## src/rtl/apb_i2c_regif_fifo_if.sv

```systemverilog
`default_nettype none
// ============================================================================
// Module      : apb_i2c_regif_fifo_if
// Description : APB bus bundle between the fabric and the I2C register front
//               end. The master modport drives the request side. The slave
//               modport returns PRDATA, PREADY and PSLVERR.
// Ports       : PSELx, PENABLE, PWRITE, PADDR, PWDATA (master -> slave)
//               PRDATA, PREADY, PSLVERR            (slave -> master)
// Revision    : 1.0 - initial release
// ============================================================================
interface apb_i2c_regif_fifo_if #(
  parameter int DATA_W = 32,
  parameter int ADDR_W = 32
);
  logic              PSELx;
  logic              PENABLE;
  logic              PWRITE;
  logic [ADDR_W-1:0] PADDR;
  logic [DATA_W-1:0] PWDATA;
  logic [DATA_W-1:0] PRDATA;
  logic              PREADY;
  logic              PSLVERR;

  modport master (
    output PSELx, PENABLE, PWRITE, PADDR, PWDATA,
    input  PRDATA, PREADY, PSLVERR
  );

  modport slave (
    input  PSELx, PENABLE, PWRITE, PADDR, PWDATA,
    output PRDATA, PREADY, PSLVERR
  );
endinterface
`default_nettype wire

```

## src/rtl/apb_i2c_regif_fifo.sv

```systemverilog
`default_nettype none
// ============================================================================
// Module      : apb_i2c_regif_fifo
// Description : APB slave front end for the I2C core. It contains the TX and
//               RX FIFOs, the CONFIG and TIMEOUT registers, and a sticky,
//               maskable interrupt block that drives a single registered IRQ.
//               All accesses complete with zero wait states.
// Ports       : PCLK, PRESETn        - clock, async active-low reset
//               apb (slave modport)  - APB bus
//               TX_DATA/VALID/READY  - TX FIFO head to the core
//               RX_DATA/VALID        - core pushes into the RX FIFO
//               CORE_ERROR           - core error level (rising edge latched)
//               CFG_OUT, TIMEOUT_OUT - configuration registers
//               IRQ                  - |(INT_STAT & INT_EN), registered
// Revision    : 1.0 - initial release
// ============================================================================
module apb_i2c_regif_fifo #(
  parameter int DATA_W     = 32,
  parameter int ADDR_W     = 32,
  parameter int FIFO_DEPTH = 8,
  parameter int CFG_W      = 14
) (
  input  wire                PCLK,
  input  wire                PRESETn,
  apb_i2c_regif_fifo_if.slave apb,
  output logic [DATA_W-1:0]  TX_DATA,
  output logic               TX_VALID,
  input  wire                TX_READY,
  input  wire  [DATA_W-1:0]  RX_DATA,
  input  wire                RX_VALID,
  input  wire                CORE_ERROR,
  output logic [CFG_W-1:0]   CFG_OUT,
  output logic [CFG_W-1:0]   TIMEOUT_OUT,
  output logic               IRQ
);
  localparam int c_PTR_W = (FIFO_DEPTH > 1) ? $clog2(FIFO_DEPTH) : 1;
  localparam int c_CNT_W = $clog2(FIFO_DEPTH + 1);

  localparam logic [ADDR_W-1:0] c_A_TX   = ADDR_W'('h00);
  localparam logic [ADDR_W-1:0] c_A_RX   = ADDR_W'('h04);
  localparam logic [ADDR_W-1:0] c_A_TMO  = ADDR_W'('h08);
  localparam logic [ADDR_W-1:0] c_A_CFG  = ADDR_W'('h0C);
  localparam logic [ADDR_W-1:0] c_A_STAT = ADDR_W'('h10);
  localparam logic [ADDR_W-1:0] c_A_IEN  = ADDR_W'('h14);
  localparam logic [ADDR_W-1:0] c_A_IST  = ADDR_W'('h18);
  localparam logic [c_CNT_W-1:0] c_FULL  = c_CNT_W'(FIFO_DEPTH);

  // FIFO storage and pointers
  logic [DATA_W-1:0]  r_tx_mem [FIFO_DEPTH];
  logic [DATA_W-1:0]  r_rx_mem [FIFO_DEPTH];
  logic [c_PTR_W-1:0] r_tx_wp, r_tx_rp, r_rx_wp, r_rx_rp;
  logic [c_CNT_W-1:0] r_tx_cnt, r_rx_cnt;

  // Registers
  logic [CFG_W-1:0] r_cfg, r_tmo;
  logic [3:0]       r_int_en, r_int_stat;
  logic             r_irq, r_cerr_d;

  logic               w_acc, w_err;
  logic [DATA_W-1:0]  w_rd;
  logic               w_tx_push, w_tx_pop, w_tx_empty, w_tx_full;
  logic               w_rx_push, w_rx_pop, w_rx_empty, w_rx_full, w_rx_ovf;
  logic               w_cfg_we, w_tmo_we, w_ien_we;
  logic [3:0]         w_clr, w_set;
  logic [c_CNT_W-1:0] w_tx_cnt_nxt, w_rx_cnt_nxt;
  logic [31:0]        w_status;

  assign w_acc      = apb.PSELx & apb.PENABLE;
  assign w_tx_empty = (r_tx_cnt == '0);
  assign w_tx_full  = (r_tx_cnt == c_FULL);
  assign w_rx_empty = (r_rx_cnt == '0);
  assign w_rx_full  = (r_rx_cnt == c_FULL);
  assign w_status   = {8'd0, 8'(r_rx_cnt), 8'(r_tx_cnt), 4'd0,
                       w_rx_full, w_rx_empty, w_tx_full, w_tx_empty};

  // Address decode. Any rejected access has no side effect and returns zero.
  always_comb begin
    w_err     = 1'b0;
    w_rd      = '0;
    w_tx_push = 1'b0;
    w_rx_pop  = 1'b0;
    w_cfg_we  = 1'b0;
    w_tmo_we  = 1'b0;
    w_ien_we  = 1'b0;
    w_clr     = '0;
    if (w_acc) begin
      case (apb.PADDR)
        c_A_TX:   if (!apb.PWRITE || w_tx_full) w_err = 1'b1;
                  else w_tx_push = 1'b1;
        c_A_RX:   if (apb.PWRITE || w_rx_empty) w_err = 1'b1;
                  else begin
                    w_rx_pop = 1'b1;
                    w_rd     = r_rx_mem[r_rx_rp];
                  end
        c_A_TMO:  if (apb.PWRITE) w_tmo_we = 1'b1;
                  else w_rd = DATA_W'(r_tmo);
        c_A_CFG:  if (apb.PWRITE) w_cfg_we = 1'b1;
                  else w_rd = DATA_W'(r_cfg);
        c_A_STAT: if (apb.PWRITE) w_err = 1'b1;
                  else w_rd = DATA_W'(w_status);
        c_A_IEN:  if (apb.PWRITE) w_ien_we = 1'b1;
                  else w_rd = DATA_W'(r_int_en);
        c_A_IST:  if (apb.PWRITE) w_clr = apb.PWDATA[3:0];
                  else w_rd = DATA_W'(r_int_stat);
        default:  w_err = 1'b1;
      endcase
    end
  end

  assign apb.PREADY  = w_acc;
  assign apb.PSLVERR = w_err;
  assign apb.PRDATA  = w_rd;

  // TX FIFO: fullness was already checked before any same-cycle pop.
  assign TX_VALID     = ~w_tx_empty;
  assign TX_DATA      = r_tx_mem[r_tx_rp];
  assign w_tx_pop     = TX_VALID & TX_READY;
  assign w_tx_cnt_nxt = r_tx_cnt + c_CNT_W'(w_tx_push) - c_CNT_W'(w_tx_pop);

  // RX FIFO: an APB pop in the same cycle makes room for the core push.
  assign w_rx_ovf     = RX_VALID & w_rx_full & ~w_rx_pop;
  assign w_rx_push    = RX_VALID & ~w_rx_ovf;
  assign w_rx_cnt_nxt = r_rx_cnt + c_CNT_W'(w_rx_push) - c_CNT_W'(w_rx_pop);

  assign w_set[0] = (r_tx_cnt == c_CNT_W'(1)) & (w_tx_cnt_nxt == '0);
  assign w_set[1] = (r_rx_cnt == '0) & (w_rx_cnt_nxt != '0);
  assign w_set[2] = w_rx_ovf;
  assign w_set[3] = CORE_ERROR & ~r_cerr_d;

  // Storage is not reset. Reset empties the FIFOs through the pointers.
  always_ff @(posedge PCLK) begin
    if (w_tx_push) r_tx_mem[r_tx_wp] <= apb.PWDATA;
    if (w_rx_push) r_rx_mem[r_rx_wp] <= RX_DATA;
  end

  always_ff @(posedge PCLK or negedge PRESETn) begin
    if (!PRESETn) begin
      r_tx_wp    <= '0;
      r_tx_rp    <= '0;
      r_tx_cnt   <= '0;
      r_rx_wp    <= '0;
      r_rx_rp    <= '0;
      r_rx_cnt   <= '0;
      r_cfg      <= '0;
      r_tmo      <= '0;
      r_int_en   <= '0;
      r_int_stat <= '0;
      r_irq      <= 1'b0;
      r_cerr_d   <= 1'b0;
    end else begin
      if (w_tx_push) r_tx_wp <= r_tx_wp + c_PTR_W'(1);
      if (w_tx_pop)  r_tx_rp <= r_tx_rp + c_PTR_W'(1);
      if (w_rx_push) r_rx_wp <= r_rx_wp + c_PTR_W'(1);
      if (w_rx_pop)  r_rx_rp <= r_rx_rp + c_PTR_W'(1);
      r_tx_cnt <= w_tx_cnt_nxt;
      r_rx_cnt <= w_rx_cnt_nxt;
      if (w_cfg_we) r_cfg    <= apb.PWDATA[CFG_W-1:0];
      if (w_tmo_we) r_tmo    <= apb.PWDATA[CFG_W-1:0];
      if (w_ien_we) r_int_en <= apb.PWDATA[3:0];
      // A set and a clear on the same bit in the same cycle leave it set.
      r_int_stat <= (r_int_stat & ~w_clr) | w_set;
      r_irq      <= |(r_int_stat & r_int_en);
      r_cerr_d   <= CORE_ERROR;
    end
  end

  assign CFG_OUT     = r_cfg;
  assign TIMEOUT_OUT = r_tmo;
  assign IRQ         = r_irq;
endmodule
`default_nettype wire

```

## src/flat_wrapper.sv

```systemverilog
// flat-port wrapper written by rule: the top's interface ports become plain ports
module apb_i2c_regif_fifo_flat 
#(
  parameter int DATA_W     = 32,
  parameter int ADDR_W     = 32,
  parameter int FIFO_DEPTH = 8,
  parameter int CFG_W      = 14
)
  (PCLK, PRESETn, TX_DATA, TX_VALID, TX_READY, RX_DATA, RX_VALID, CORE_ERROR, CFG_OUT, TIMEOUT_OUT, IRQ, apb_PSELx, apb_PENABLE, apb_PWRITE, apb_PADDR, apb_PWDATA, apb_PRDATA, apb_PREADY, apb_PSLVERR);
  apb_i2c_regif_fifo_if #(.DATA_W(DATA_W), .ADDR_W(ADDR_W)) apb_i ();
  input  wire PCLK;
  input  wire PRESETn;
  output logic [DATA_W-1:0] TX_DATA;
  output logic TX_VALID;
  input  wire TX_READY;
  input  wire  [DATA_W-1:0] RX_DATA;
  input  wire RX_VALID;
  input  wire CORE_ERROR;
  output logic [CFG_W-1:0] CFG_OUT;
  output logic [CFG_W-1:0] TIMEOUT_OUT;
  output logic IRQ;
  input wire logic [$bits(apb_i.PSELx)-1:0] apb_PSELx;
  input wire logic [$bits(apb_i.PENABLE)-1:0] apb_PENABLE;
  input wire logic [$bits(apb_i.PWRITE)-1:0] apb_PWRITE;
  input wire logic [$bits(apb_i.PADDR)-1:0] apb_PADDR;
  input wire logic [$bits(apb_i.PWDATA)-1:0] apb_PWDATA;
  output wire logic [$bits(apb_i.PRDATA)-1:0] apb_PRDATA;
  output wire logic [$bits(apb_i.PREADY)-1:0] apb_PREADY;
  output wire logic [$bits(apb_i.PSLVERR)-1:0] apb_PSLVERR;
  assign apb_i.PSELx = apb_PSELx;
  assign apb_i.PENABLE = apb_PENABLE;
  assign apb_i.PWRITE = apb_PWRITE;
  assign apb_i.PADDR = apb_PADDR;
  assign apb_i.PWDATA = apb_PWDATA;
  assign apb_PRDATA = apb_i.PRDATA;
  assign apb_PREADY = apb_i.PREADY;
  assign apb_PSLVERR = apb_i.PSLVERR;
  apb_i2c_regif_fifo #(.DATA_W(DATA_W), .ADDR_W(ADDR_W), .FIFO_DEPTH(FIFO_DEPTH), .CFG_W(CFG_W)) u_core (.PCLK(PCLK), .PRESETn(PRESETn), .apb(apb_i), .TX_DATA(TX_DATA), .TX_VALID(TX_VALID), .TX_READY(TX_READY), .RX_DATA(RX_DATA), .RX_VALID(RX_VALID), .CORE_ERROR(CORE_ERROR), .CFG_OUT(CFG_OUT), .TIMEOUT_OUT(TIMEOUT_OUT), .IRQ(IRQ));
endmodule
```

## config.mk

```make
export PLATFORM = sky130hd
export DESIGN_NAME = apb_i2c_regif_fifo_flat
export DESIGN_NICKNAME = d
export VERILOG_FILES = /design/src/rtl/apb_i2c_regif_fifo_if.sv /design/src/rtl/apb_i2c_regif_fifo.sv /design/src/flat_wrapper.sv
export SDC_FILE = /design/constraint.sdc
export NUM_CORES = 1
export LEC_CHECK = 0
export BUFFER_PORTS_ARGS = -buffer_cell sky130_fd_sc_hd__buf_2
export CORE_ASPECT_RATIO = 0.7
export CORE_MARGIN = 1.5
export CORE_UTILIZATION = 64
export CTS_CLUSTER_DIAMETER = 40
export DETAILED_ROUTE_END_ITERATION = 6
export GPL_TIMING_DRIVEN = 1
export PLACE_DENSITY = 0.85
export SKIP_LAST_GASP = 1
export SYNTH_ARGS = -nofsm -noshare
export SYNTH_HDL_FRONTEND = slang
export SYNTH_SLANG_ARGS = --single-unit
```

## constraint.sdc

```tcl
create_clock -name PCLK -period 11.3 [get_ports PCLK]
set_input_delay 2.26 -clock PCLK [delete_from_list [all_inputs] [get_ports PCLK]]
set_output_delay 2.26 -clock PCLK [all_outputs]
set_load 0.005 [all_outputs]
```

# --- After elaboration in Yosys (flattened, before gate mapping) ---
# Memories as Yosys holds them, arrays and structs flattened.
# Index checks and enable logic that the tools add are counted.
word_totals:
  ff_bits: 58
  mem_bits_rw: 512
  input_bits: 104
  out_inout_bits: 96
  word_cells: 89
  memories: 2
memory_table:
  columns: ["name", "depth", "width", "read_ports", "rd_clocked_by_memory_dff", "wr", "line_no", "text"]
  rows:
  - ["u_core.r_rx_mem", 8, 32, 1, 0, 1, "apb_i2c_regif_fifo.sv:50", "logic [DATA_W-1:0] r_rx_mem [FIFO_DEPTH];"]
  - ["u_core.r_tx_mem", 8, 32, 1, 0, 1, "apb_i2c_regif_fifo.sv:49", "logic [DATA_W-1:0] r_tx_mem [FIFO_DEPTH];"]
op_classes:
  n_addsub: 8
  eq_ne: 9
  mux: 32
  bitwise_logic: 16
  n_reduce_logical: 10
ops:
  columns: ["cell", "count"]
  rows:
  - ["32-bit one-hot mux with 6 select lines", 1]
  - ["32-bit by 5-bit equality test with 1-bit output, second input constant", 3]
  - ["32-bit by 4-bit equality test with 1-bit output, second input constant", 2]
  - ["32-bit two-way mux", 2]
  - ["32-bit by 3-bit equality test with 1-bit output, second input constant", 1]
  - ["32-bit logical NOT", 1]
  - ["14-bit two-way mux", 2]
  - ["1-bit two-way mux", 20]
  - ["20-bit two-way mux", 1]
  - ["4-bit two-way mux", 5]
  - ["3-bit by 1-bit adder with 3-bit output, second input constant", 4]
  - ["4-bit logical NOT", 3]
  - ["4-bit by 1-bit adder with 4-bit output", 2]
  - ["1-bit bitwise AND", 8]
  - ["4-bit bitwise AND", 2]
  - ["4-bit equality test, second input constant", 2]
  - ["4-bit OR reduction", 2]
  - ["4-bit by 1-bit subtractor with 4-bit output", 2]
  - ["4-bit by 1-bit equality test with 1-bit output, second input constant", 1]
  - ["1-bit inverter", 4]
  - ["4-bit inverter", 1]
  - ["4-bit bitwise OR", 1]
  - ["1-bit one-hot mux with 4 select lines", 1]
  - ["4-bit nonzero test", 1]
  - ["2 further kinds", 3]

# --- Longest topological paths before layout ---
# Gate-level depths: netlist of run 1.
logic_depth:
  word_depth: 14
  mapped_depth: 16
  mapped_depth_nobuf: 15

# --- Least setup slack after synthesis of run 1 ---
# Ideal clock, no wire load.
synth_timing:
  path_kind: "in2reg"
  startpoint: "input port apb_PADDR[13]"
  endpoint: "memory u_core.r_tx_mem[1][0], enable pin"
  setup_time_ns: 0.513
  t_arrival_ns: 6.689
  required_ns: 10.787
  slack_ns: 4.098
  cell_stages: 6
  cell_sequence: "nor4_1 and2_1 clkbuf_1 nand4_1 buf_2 nor4b_1"
synth_between:
  elab_chain_cells: 5
synth_lines:
  columns: ["element", "line_no", "text"]
  rows:
  - ["from (decl)", "flat_wrapper.sv:25", "input wire logic [$bits(apb_i.PADDR)-1:0] apb_PADDR;"]
  - ["32-bit logical NOT", "apb_i2c_regif_fifo.sv:87", "case (apb.PADDR)"]
  - ["1-bit two-way mux", "apb_i2c_regif_fifo.sv:87", null]
  - ["1-bit two-way mux", "apb_i2c_regif_fifo.sv:86", "if (w_acc) begin"]
  - ["1-bit two-way mux", "apb_i2c_regif_fifo.sv:132", "if (w_tx_push) r_tx_mem[r_tx_wp] <= apb.PWDATA;"]
  - ["1-bit two-way mux (implied by the code)", "apb_i2c_regif_fifo.sv:132", null]
  - ["to (decl)", "apb_i2c_regif_fifo.sv:49", null]
# No other way between the ends.

# --- Final worst setup path of run 1 ---
layout_timing:
  startpoint: "input port apb_PADDR[2]"
  endpoint: "output port apb_PRDATA[31]"
layout_between:
  elab_chain_cells: 3
  elab_cells_between_ends: 8
  cone_classes: "eq/ne: 6; mux: 2"
layout_lines:
  columns: ["element", "line_no", "text"]
  rows:
  - ["32-bit by 5-bit equality test with 1-bit output (tied with other cells)", "apb_i2c_regif_fifo.sv:87", null]
  - ["32-bit one-hot mux with 6 select lines (*)", "apb_i2c_regif_fifo.sv:87", null]
  - ["32-bit two-way mux (*)", "apb_i2c_regif_fifo.sv:86", null]
  - ["to (decl)", "flat_wrapper.sv:27", "output wire logic [$bits(apb_i.PRDATA)-1:0] apb_PRDATA;"]
# Mark *: on every way between the ends. The rest lies on a longest branch, timed or not.

==> results of run 1 <==
-- routing by layer --
layer,up-vias,share of wire
li1,5191,-
met1,6398,0.40
met2,683,0.48
met3,117,0.085
met4,4,0.028
met5,-,0.00052
-- Yosys cell counts, drive strengths merged, types with 4 or more instances --
cell type	n	area, um^2
dfrtp	58	1450
nand4	27	190
mux2	81	912
o211ai	5	37.5
xnor2	5	43.8
ha	16	200
buf	29	155
a21oi	18	90.1
xor2	5	43.8
o311a	4	40.0
nand3	8	40.0
nor3	15	91.3
inv	26	97.6
nand2	20	75.1
edfxtp	512	15400
nor2b	5	31.3
nand2b	5	31.3
o311ai	6	52.6
or3b	4	35.0
clkbuf	38	144
nor4	26	239
mux4	128	2880
nor2	23	86.3
mux2i	33	330
-- kinds of logic after synthesis --
family / Yosys count / share of synthesized area
adders and majority gates: 18 / 0.0104
muxes: 242 / 0.178
buffers and inverters: 93 / 0.0171
xor gates and xnor gates: 10 / 0.00378
and+or+nand+nor: 154 / 0.0427
AOI/OAI and AO/OA: 66 / 0.0215
DFF: 570 / 0.726
-- per-stage QoR --
stage                     area, um^2  power (mW)
after global routing           26400        5.44
after floorplan                23200        3.25
after detailed placement       24800        3.61
after global placement         24800        3.57
after CTS                      26400        5.27
final                          26400        5.25
-- worst max-delay path: stages --
cell     delay, ns
buf_2         0.50
or4b_4        0.57
nor3_4        0.50
nand4_4       0.67
nor2_1        0.31
buf_2         0.16
-- layout make-up --
type	instances	area, um^2	share of cell area
Clock buffer	67	1440	0.0545
Clock inverter	26	176	0.00668
Antenna cell	4	10.0	0.000379
Multi-Input combinational cell	490	6080	0.230
Sequential cell	570	16800	0.637
Tap cell	480	601	0.0227
Inverter	26	97.6	0.00369
Timing Repair Buffer	224	1180	0.0448
-- power by group through the flow --
stage	Clock (mW)	Combinational [mW]	Sequential, mW
detailed placement	0	0.975	2.63
global route	1.77	1.06	2.60
global placement	0	0.947	2.62
CTS	1.69	0.992	2.59
floorplan	0	0.694	2.56
finish	1.68	0.985	2.59
-- registers in the layout, indices dropped and copies added (netlist names) --
signal and cells:
u_core.CFG_OUT 14, u_core.IRQ 1, u_core.TIMEOUT_OUT 14, u_core.r_cerr_d 1, u_core.r_int_en 4, u_core.r_int_stat 4, u_core.r_rx_cnt 4, u_core.r_rx_mem 256
u_core.r_rx_rp 3, u_core.r_rx_wp 3, u_core.r_tx_cnt 4, u_core.r_tx_mem 256, u_core.r_tx_rp 3, u_core.r_tx_wp 3
-- worst max path at each step --
stage               slack (ns)  cells after the start          start                    end
floorplan                 4.10                      6  apb_PADDR[13]  u_core.r_tx_mem[1][0]
global placement          4.27                      6   apb_PADDR[2]         apb_PRDATA[23]
detailed placement        4.11                      6   apb_PADDR[2]         apb_PRDATA[28]
CTS                       4.06                      6   apb_PADDR[2]         apb_PRDATA[14]
global route              3.90                      6   apb_PADDR[2]         apb_PRDATA[25]
finish                    4.04                      6   apb_PADDR[2]         apb_PRDATA[31]
==> impl_metrics.py, run 1 <==
metrics = {
    "clocking": {
        "cts_resized": 0,
        "cts_tree": "done",
        "numCtsBuffers": 52,
        "clock-root-buffer": "clkbuf_16",
        "cts.sinks": 570,
        "worstSkewPairLatency_ns": 0.58,
        "post_cts_buffers": 0,
        "clkSlewWorstSetupHoldPaths_ns": 0.06,
        "clockBufferDepth": 3,
        "holdBufCountCts": 0,
        "cts_htree_levels": 2,
    },
    "logic_synthesis": {
        "synthCells": 1153,
        "avgSynthCellArea_um2": 20.1,
        "synth_edf_count": 512,
        "ys.flop_type": "edfxtp_1",
        "yosysSeqAreaShare": 0.726,
        "syn_nets": 1275,
        "synth-async-reset-ratio": 0.102,
        "yosysUniqueCellTypes": 66,
        "yosys_warnings": 0,
        "ys_ff_latch": 570,
        "netlist_area_um2": 23200,
    },
    "global_route": {
        "grt_pass1_wl_mm": 77.5,
        "grt_use_met1": 0.422,
        "antenna_found_initial": 6,
        "grt_util_met3": 0.0502,
        "top_usage_layer": "met2",
        "track_usage": 0.283,
        "met2_usage": 0.439,
        "grt_start_max_net_pins": 67,
        "overflow": 0,
        "grt_pass1_vias": 12600,
    },
    "cells_and_area": {
        "utilization": 0.739,
        "layoutNonFillerInstCount": 1887,
        "final_cell_mix": "512 x edfxtp_1, 199 x buf_2, 128 x mux4_2",
        "area_growth_pct": 14.1,
        "drive_gt1_frac": 0.373,
        "n_fill_cell": 1999,
        "layout_commonest_cell": "edfxtp_1",
        "nets": 1486,
    },
    "power_and_ir_drop": {
        "pwr-share-clk": 0.319,
        "p_sw_frac": 0.258,
        "seq_power_share": 0.493,
        "power.net_switching_mw": 1.36,
        "intPower_mw": 3.90,
        "comb_power_share": 0.188,
        "vdd_drop_max_v": 0.000145,
        "p_leak_nw": 9.08,
        "cellPowerDensity_nw_per_um2": 199,
    },
    "floorplan": {
        "die-area_um2": 37400,
        "placementRows": 58,
        "die_x_um": 230,
        "ioPinCount": 200,
        "coreArea_um2": 35800,
        "fp.dieH_um": 162,
        "start_util": 0.647,
    },
    "sta": {
        "rsz0062_at_grt": "false",
        "timing.final.crit_share": 0.642,
        "skew_ns": 0.0155,
        "fin_setup_tns_ns": 0,
        "tightestPinTransition_ns": 1.16,
        "fmax_mhz": 138,
        "finalWorstSetupSlack_ns": 4.04,
        "hold_viol": 0,
        "slew_viol_final": 0,
        "setup_viol_count_final": 0,
        "post-route-min-period_ns": 7.26,
        "timing.hold.ws_ns": 0.468,
        "slew-limit-headroom": 0.221,
    },
    "place": {
        "place_inst": 1790,
        "dpl.hpwl_mm": 31.1,
        "port_buffers": 199,
        "post-place-ws_ns": 4.11,
        "gp_congestion": 0.876,
    },
    "drt": {
        "wirelength_mm": 51.8,
        "drt_iter0_drc": 1572,
        "wl_per_cell_um": 27.5,
        "drc_errors": 0,
        "viasPerCell": 6.57,
        "ant_nets": 0,
        "dr.pass1.iters": 6,
        "vias": 12400,
    },
    "worst_hold_path": {
        "hold_class": "flop to flop",
        "min-delay-start": "u_core.r_cerr_d",
        "hold-path-cell-count": 1,
        "min_to": "u_core.r_int_stat[3]",
    },
    "job": {
        "maxCapViolCount": 0,
    },
    "worst_setup_path": {
        "cp.required_ns": 9.04,
        "timing.rr.end": "u_core.r_int_stat[1]",
        "r2r_slack_ns": 6.97,
        "worstPathMaxFanout": 27,
        "end_kind": "primary output",
        "r2r_cells": 13,
        "worstSetupPathType": "input port to primary output",
        "worst_ep_arrival_time_ns": 5.00,
        "worstSetupStartpointType": "input port",
        "timing.rr.start": "u_core.r_rx_cnt[3]",
    },
    "outcome": {
        "status": "complete, no violations",
    },
}
No activity file was read; power rests on OpenSTA's default activity.
==> run 2, diff against run 1 <==
--- a/config.mk
+++ b/config.mk
@@ -8,11 +8,11 @@
 export BUFFER_PORTS_ARGS = -buffer_cell sky130_fd_sc_hd__buf_2
 export CORE_ASPECT_RATIO = 0.7
 export CORE_MARGIN = 1.5
-export CORE_UTILIZATION = 64
+export CORE_UTILIZATION = 59
 export CTS_CLUSTER_DIAMETER = 40
 export DETAILED_ROUTE_END_ITERATION = 6
 export GPL_TIMING_DRIVEN = 1
-export PLACE_DENSITY = 0.85
+export PLACE_DENSITY = 0.79
 export SKIP_LAST_GASP = 1
 export SYNTH_ARGS = -nofsm -noshare
 export SYNTH_HDL_FRONTEND = slang
==> constraint.sdc (replaced) <==
create_clock -name PCLK -period 7.5 [get_ports PCLK]
set_input_delay 1.5 -clock PCLK [delete_from_list [all_inputs] [get_ports PCLK]]
set_output_delay 1.5 -clock PCLK [all_outputs]
set_load 0.005 [all_outputs]
==> run 2 against run 1 <==
Clock skew rose by 0.0074 ns. Global-route usage fell by 2.8 points. First-iteration DRC count fell by 31%. Power rose by 54%. Wire length fell by 2.5%. Clock power rose by 62%. Worst setup slack got worse by 2.3 ns. Design area rose by 0.89%. Sequential cell count did not move. Sequential power rose by 51%. Non-clock buffer count rose by 1. Largest power group unchanged.
==> impl_metrics.py, run 2 (same netlist as run 1, synthesis figures left out) <==
metrics = {
    "outcome": {
        "status": "complete, no violations",
    },
    "place": {
        "dpl.hpwl_mm": 30.7,
        "port_buffers": 199,
        "gp_congestion": 0.870,
    },
    "clocking": {
        "numCtsBuffers": 54,
        "worstSkewPairLatency_ns": 0.58,
        "cts_htree_levels": 2,
        "clkSlewWorstSetupHoldPaths_ns": 0.06,
        "cts_tree": "done",
        "cts.sinks": 570,
        "holdBufCountCts": 0,
        "post_cts_buffers": 0,
        "cts_resized": 0,
        "clockBufferDepth": 3,
        "clock-root-buffer": "clkbuf_16",
    },
    "worst_setup_path": {
        "critPathLaunch": "apb_PADDR[2]",
        "cp_slowest_stage_delay_ns": 0.68,
        "worstPathMaxFanout": 27,
        "worstSetupPathType": "input port to primary output",
        "worst_ep_arrival_time_ns": 4.25,
        "end_kind": "primary output",
        "critPathSlowestCell": "nand4_4",
        "cp.required_ns": 6.00,
        "path_common_cell": "buf_2",
        "timing.rr.start": "u_core.r_rx_cnt[2]",
        "crit_chain": "buf_2, or4b_4, nor3_4, nand4_4, nor2_1, buf_2",
        "worstSetupStartpointType": "input port",
    },
    "power_and_ir_drop": {
        "vdd_drop_max_v": 0.000190,
        "p_leak_nw": 9.17,
        "cellPowerDensity_nw_per_um2": 304,
    },
    "sta": {
        "slew-limit-headroom": 0.169,
        "hold_viol": 0,
        "fmax_mhz": 174,
        "tightestPinTransition_ns": 1.24,
        "timing.hold.ws_ns": 0.487,
        "timing.final.crit_share": 0.766,
        "rsz0062_at_grt": "false",
        "slew_viol_final": 0,
        "setup_viol_count_final": 0,
        "fin_setup_tns_ns": 0,
        "post-route-min-period_ns": 5.75,
        "skew_ns": 0.0229,
    },
    "drt": {
        "drt_iter0_drc": 1079,
        "drc_errors": 0,
        "ant_nets": 0,
        "wirelength_mm": 50.5,
        "vias": 12200,
        "wl_per_cell_um": 26.0,
        "viasPerCell": 6.25,
        "dr.pass1.iters": 5,
    },
    "floorplan": {
        "die_x_um": 240,
        "placementRows": 60,
        "ioPinCount": 200,
        "fp.dieH_um": 169,
        "die-area_um2": 40500,
        "coreArea_um2": 38600,
        "start_util": 0.600,
    },
    "cells_and_area": {
        "nets": 1489,
        "utilization": 0.691,
        "layout_commonest_cell": "edfxtp_1",
        "n_fill_cell": 2423,
        "reg_top3": "u_core.r_rx_mem: 256 flops, u_core.r_tx_mem: 256 flops",
        "area_growth_pct": 15.1,
        "final_cell_mix": "512 x edfxtp_1, 199 x buf_2, 128 x mux4_2",
        "drive_gt1_frac": 0.376,
    },
    "global_route": {
        "track_usage": 0.255,
        "grt_pass1_wl_mm": 76.0,
        "antenna_found_initial": 9,
        "overflow": 0,
        "grt_start_max_net_pins": 67,
        "grt_pass1_vias": 12400,
    },
    "worst_hold_path": {
        "min-delay-start": "u_core.r_cerr_d",
        "hold_class": "flop to flop",
    },
    "job": {
        "maxCapViolCount": 0,
    },
}
[run 2: power by group]
group | internal [mW] | switching [mW]
Combinational | 0.729 | 0.737
Clock | 1.58 | 1.14
Sequential | 3.72 | 0.187
Total | 6.04 | 2.07
[run 2: final timing paths]
kind,cells after the start,slack (ns),to
setup / recovery,6,1.75,apb_PRDATA[27]
hold / removal,1,0.49,u_core.r_int_stat[3]
setup reg to reg,15,3.32,u_core.r_int_stat[1]
hold reg to reg,1,0.49,u_core.r_int_stat[3]
max in group asynchronous,2,5.80,u_core.r_tx_rp[0]
min in group asynchronous,2,1.08,u_core.TIMEOUT_OUT[10]
[run 2: cell type report]
| type | count | area (um^2) | area share |
|---|---|---|---|
| well taps | 527 | 659 | 0.0247 |
| multi-input cells | 490 | 6080 | 0.228 |
| repair buffers | 225 | 1190 | 0.0447 |
| inverters | 26 | 97.6 | 0.00366 |
| flip-flops and latches | 570 | 16800 | 0.631 |
| clock inverters | 38 | 374 | 0.0140 |
| diodes | 6 | 15.0 | 0.000563 |
| clock buffers | 63 | 1410 | 0.0527 |
[run 2: routing by layer]
layer  track usage  part of all wire
met1         0.370              0.42
met2         0.393              0.48
met3        0.0546             0.073
met4        0.0861             0.026
met5             0           0.00067
[run 2: metrics by stage]
| stage | setup WS (ns) | power, mW | instance area, um^2 | std cells |
|---|---|---|---|---|
| 3_5_place_dp | 1.72 | 5.44 | 24900 | 1838 |
| 3_3_place_gp | 1.95 | 5.39 | 24900 | 1838 |
| 5_1_grt | 1.60 | 8.40 | 26700 | 1945 |
| 4_1_cts | 1.81 | 8.15 | 26700 | 1939 |
| 2_1_floorplan | 1.06 | 4.90 | 23200 | 1153 |
| 6_report | 1.75 | 8.10 | 26700 | 1945 |
[run 2: worst max-delay path, delay by kind of cell]
family | cells | cell delay [ns]
buffers and inverters | 2 | 0.65
and+or+nand+nor | 4 | 2.07
==> run 3, diff against run 2 <==
==> constraint.sdc (replaced) <==
create_clock -name PCLK -period 5.7 [get_ports PCLK]
set_input_delay 1.14 -clock PCLK [delete_from_list [all_inputs] [get_ports PCLK]]
set_output_delay 1.14 -clock PCLK [all_outputs]
set_load 0.005 [all_outputs]
==> run 3 against run 2 <==
The run now ends with DRC left. Wire length increased by 0.46%. Clock power increased by 26%. Count of clock-buffer cells in the layout increased by 1. Non-clock buffer count increased by 7. Global-route usage increased by 0.15 points. Power up 30%. Sequential share of layout area is 0.11 points higher. Register-to-register slack got worse by 1.4 ns. Critical endpoint is now apb_PRDATA[19]. Highest routed layer unchanged.
==> impl_metrics.py, run 3 (same netlist as run 1, synthesis figures left out) <==
metrics = {
    "sta": {
        "post-route-min-period_ns": 4.45,
        "slew-limit-headroom": 0.187,
        "fmax_mhz": 225,
        "hold_viol": 0,
        "setup_viol_count_final": 0,
        "skew_ns": 0.0149,
        "rsz0062_at_grt": "false",
        "timing.hold.ws_ns": 0.477,
        "tightestPinTransition_ns": 1.21,
        "timing.final.crit_share": 0.781,
        "slew_viol_final": 0,
    },
    "worst_setup_path": {
        "cp.required_ns": 4.56,
        "worst_ep_arrival_time_ns": 3.31,
        "worstSetupStartpointType": "flop",
        "r2r_slack_ns": 1.92,
        "timing.rr.start": "u_core.r_rx_cnt[2]",
        "end_kind": "primary output",
        "r2r_cells": 16,
        "worstPathMaxFanout": 49,
        "timing.rr.end": "u_core.r_int_stat[1]",
        "worstSetupPathType": "flop to primary output",
    },
    "floorplan": {
        "die_x_um": 240,
        "fp.dieH_um": 169,
        "coreArea_um2": 38600,
        "ioPinCount": 200,
        "placementRows": 60,
        "start_util": 0.600,
        "die-area_um2": 40500,
    },
    "global_route": {
        "grt_start_max_net_pins": 50,
        "track_usage": 0.257,
        "overflow": 0,
        "grt_pass1_wl_mm": 76.3,
        "grt_pass1_vias": 12400,
        "antenna_found_initial": 5,
    },
    "clocking": {
        "cts_tree": "done",
        "post_cts_buffers": 0,
        "clock-root-buffer": "clkbuf_16",
        "cts.sinks": 570,
        "worstSkewPairLatency_ns": 0.59,
        "cts_htree_levels": 2,
        "holdBufCountCts": 0,
        "clkSlewWorstSetupHoldPaths_ns": 0.06,
        "clockBufferDepth": 3,
        "cts_resized": 0,
        "numCtsBuffers": 53,
    },
    "power_and_ir_drop": {
        "finalPower_mw": 10.5,
        "power.net_switching_mw": 2.72,
        "comb_power_share": 0.176,
        "p_leak_nw": 9.15,
        "seq_power_share": 0.497,
        "pwr-share-clk": 0.327,
        "intPower_mw": 7.81,
        "vdd_drop_max_v": 0.000304,
        "p_sw_frac": 0.258,
        "cellPowerDensity_nw_per_um2": 395,
    },
    "drt": {
        "vias": 12100,
        "wl_per_cell_um": 26.1,
        "wirelength_mm": 50.7,
        "ant_nets": 0,
        "drc_errors": 1,
        "drt_iter0_drc": 1176,
        "dr.pass1.iters": 7,
        "viasPerCell": 6.25,
    },
    "cells_and_area": {
        "n_fill_cell": 2425,
        "final_cell_mix": "512 x edfxtp_1, 199 x buf_2, 128 x mux4_2",
        "utilization": 0.690,
        "layout_commonest_cell": "edfxtp_1",
        "area_growth_pct": 14.9,
        "layoutNonFillerInstCount": 1942,
        "reg_top3": "u_core.r_rx_mem: 256 flops, u_core.r_tx_mem: 256 flops",
        "drive_gt1_frac": 0.378,
        "nets": 1495,
    },
    "outcome": {
        "status": "finished, violations left",
        "violations": "DRC",
    },
    "place": {
        "port_buffers": 199,
        "place_inst": 1845,
        "gp_congestion": 0.883,
        "dpl.hpwl_mm": 31.3,
    },
    "job": {
        "maxCapViolCount": 0,
    },
    "worst_hold_path": {
        "hold_class": "input port to asynchronous set/reset pin",
    },
}
[run 3: cell types whose count changed in the layout (fill, tap and decap cells not counted)]
cell / delta
buf_12: +1
buf_4: +6
bufinv_16: -3
clkbuf_1: +1
clkinv_1: -3
clkinv_2: -3
clkinv_4: -2
clkinv_8: -1
clkinvlp_4: +2
diode_2: -4
inv_6: +2
inv_8: +1
[run 3: power groups by stage]
stage | logic (mW) | registers [mW] | clock network (mW)
2_1_floorplan | 1.38 | 5.07 | 0
3_3_place_gp | 1.80 | 5.30 | 0
3_5_place_dp | 1.84 | 5.32 | 0
4_1_cts | 1.87 | 5.24 | 3.48
5_1_grt | 2.01 | 5.28 | 3.65
6_report | 1.85 | 5.23 | 3.44
[run 3: worst max-delay path by stage]
stage	endpoint	depth (start not counted)	startpoint
3_3_place_gp	u_core.r_int_stat[1]	15	apb_PADDR[5]
5_1_grt	apb_PRDATA[5]	6	u_core.r_rx_rp[0]
3_5_place_dp	u_core.r_int_stat[1]	15	apb_PADDR[5]
4_1_cts	apb_PRDATA[18]	6	u_core.r_rx_rp[0]
6_report	apb_PRDATA[19]	6	u_core.r_rx_rp[0]
2_1_floorplan	u_core.r_tx_mem[1][0]	6	apb_PADDR[13]
[run 3: worst max-delay path, stage by stage (launching register included)]
cell and delay (ns):
dfrtp_4 1.09, buf_4 0.38, mux4_2 0.53, mux2_2 0.31, nand4_1 0.10, a21oi_1 0.12, buf_2 0.16
[run 3: cell type report]
type	count	area, um^2	share of cell area
antenna	2	5.00	0.000188
clock buffer	64	1410	0.0530
clock inverter	31	268	0.0101
inverter	26	97.6	0.00367
multi-input combinational	490	6080	0.229
sequential	570	16800	0.633
tap	527	659	0.0248
timing repair buffer	232	1260	0.0472
[run 3: per-layer routing]
metal | track usage | vias to the layer above | part of all wire
li1 | - | 5228 | -
met1 | 0.381 | 6268 | 0.42
met2 | 0.399 | 540 | 0.48
met3 | 0.0460 | 90 | 0.074
met4 | 0.0747 | 4 | 0.025
met5 | 0 | - | 0.00045
[run 3: metrics by stage]
stage	area, um^2	setup TNS [ns]	setup WS, ns
after CTS	26600	0	1.19
final	26600	0	1.25
after floorplan	23200	-29.10	-0.382
after detailed placement	24900	0	0.968
after global routing	26600	0	1.05
after global placement	24900	0	1.07
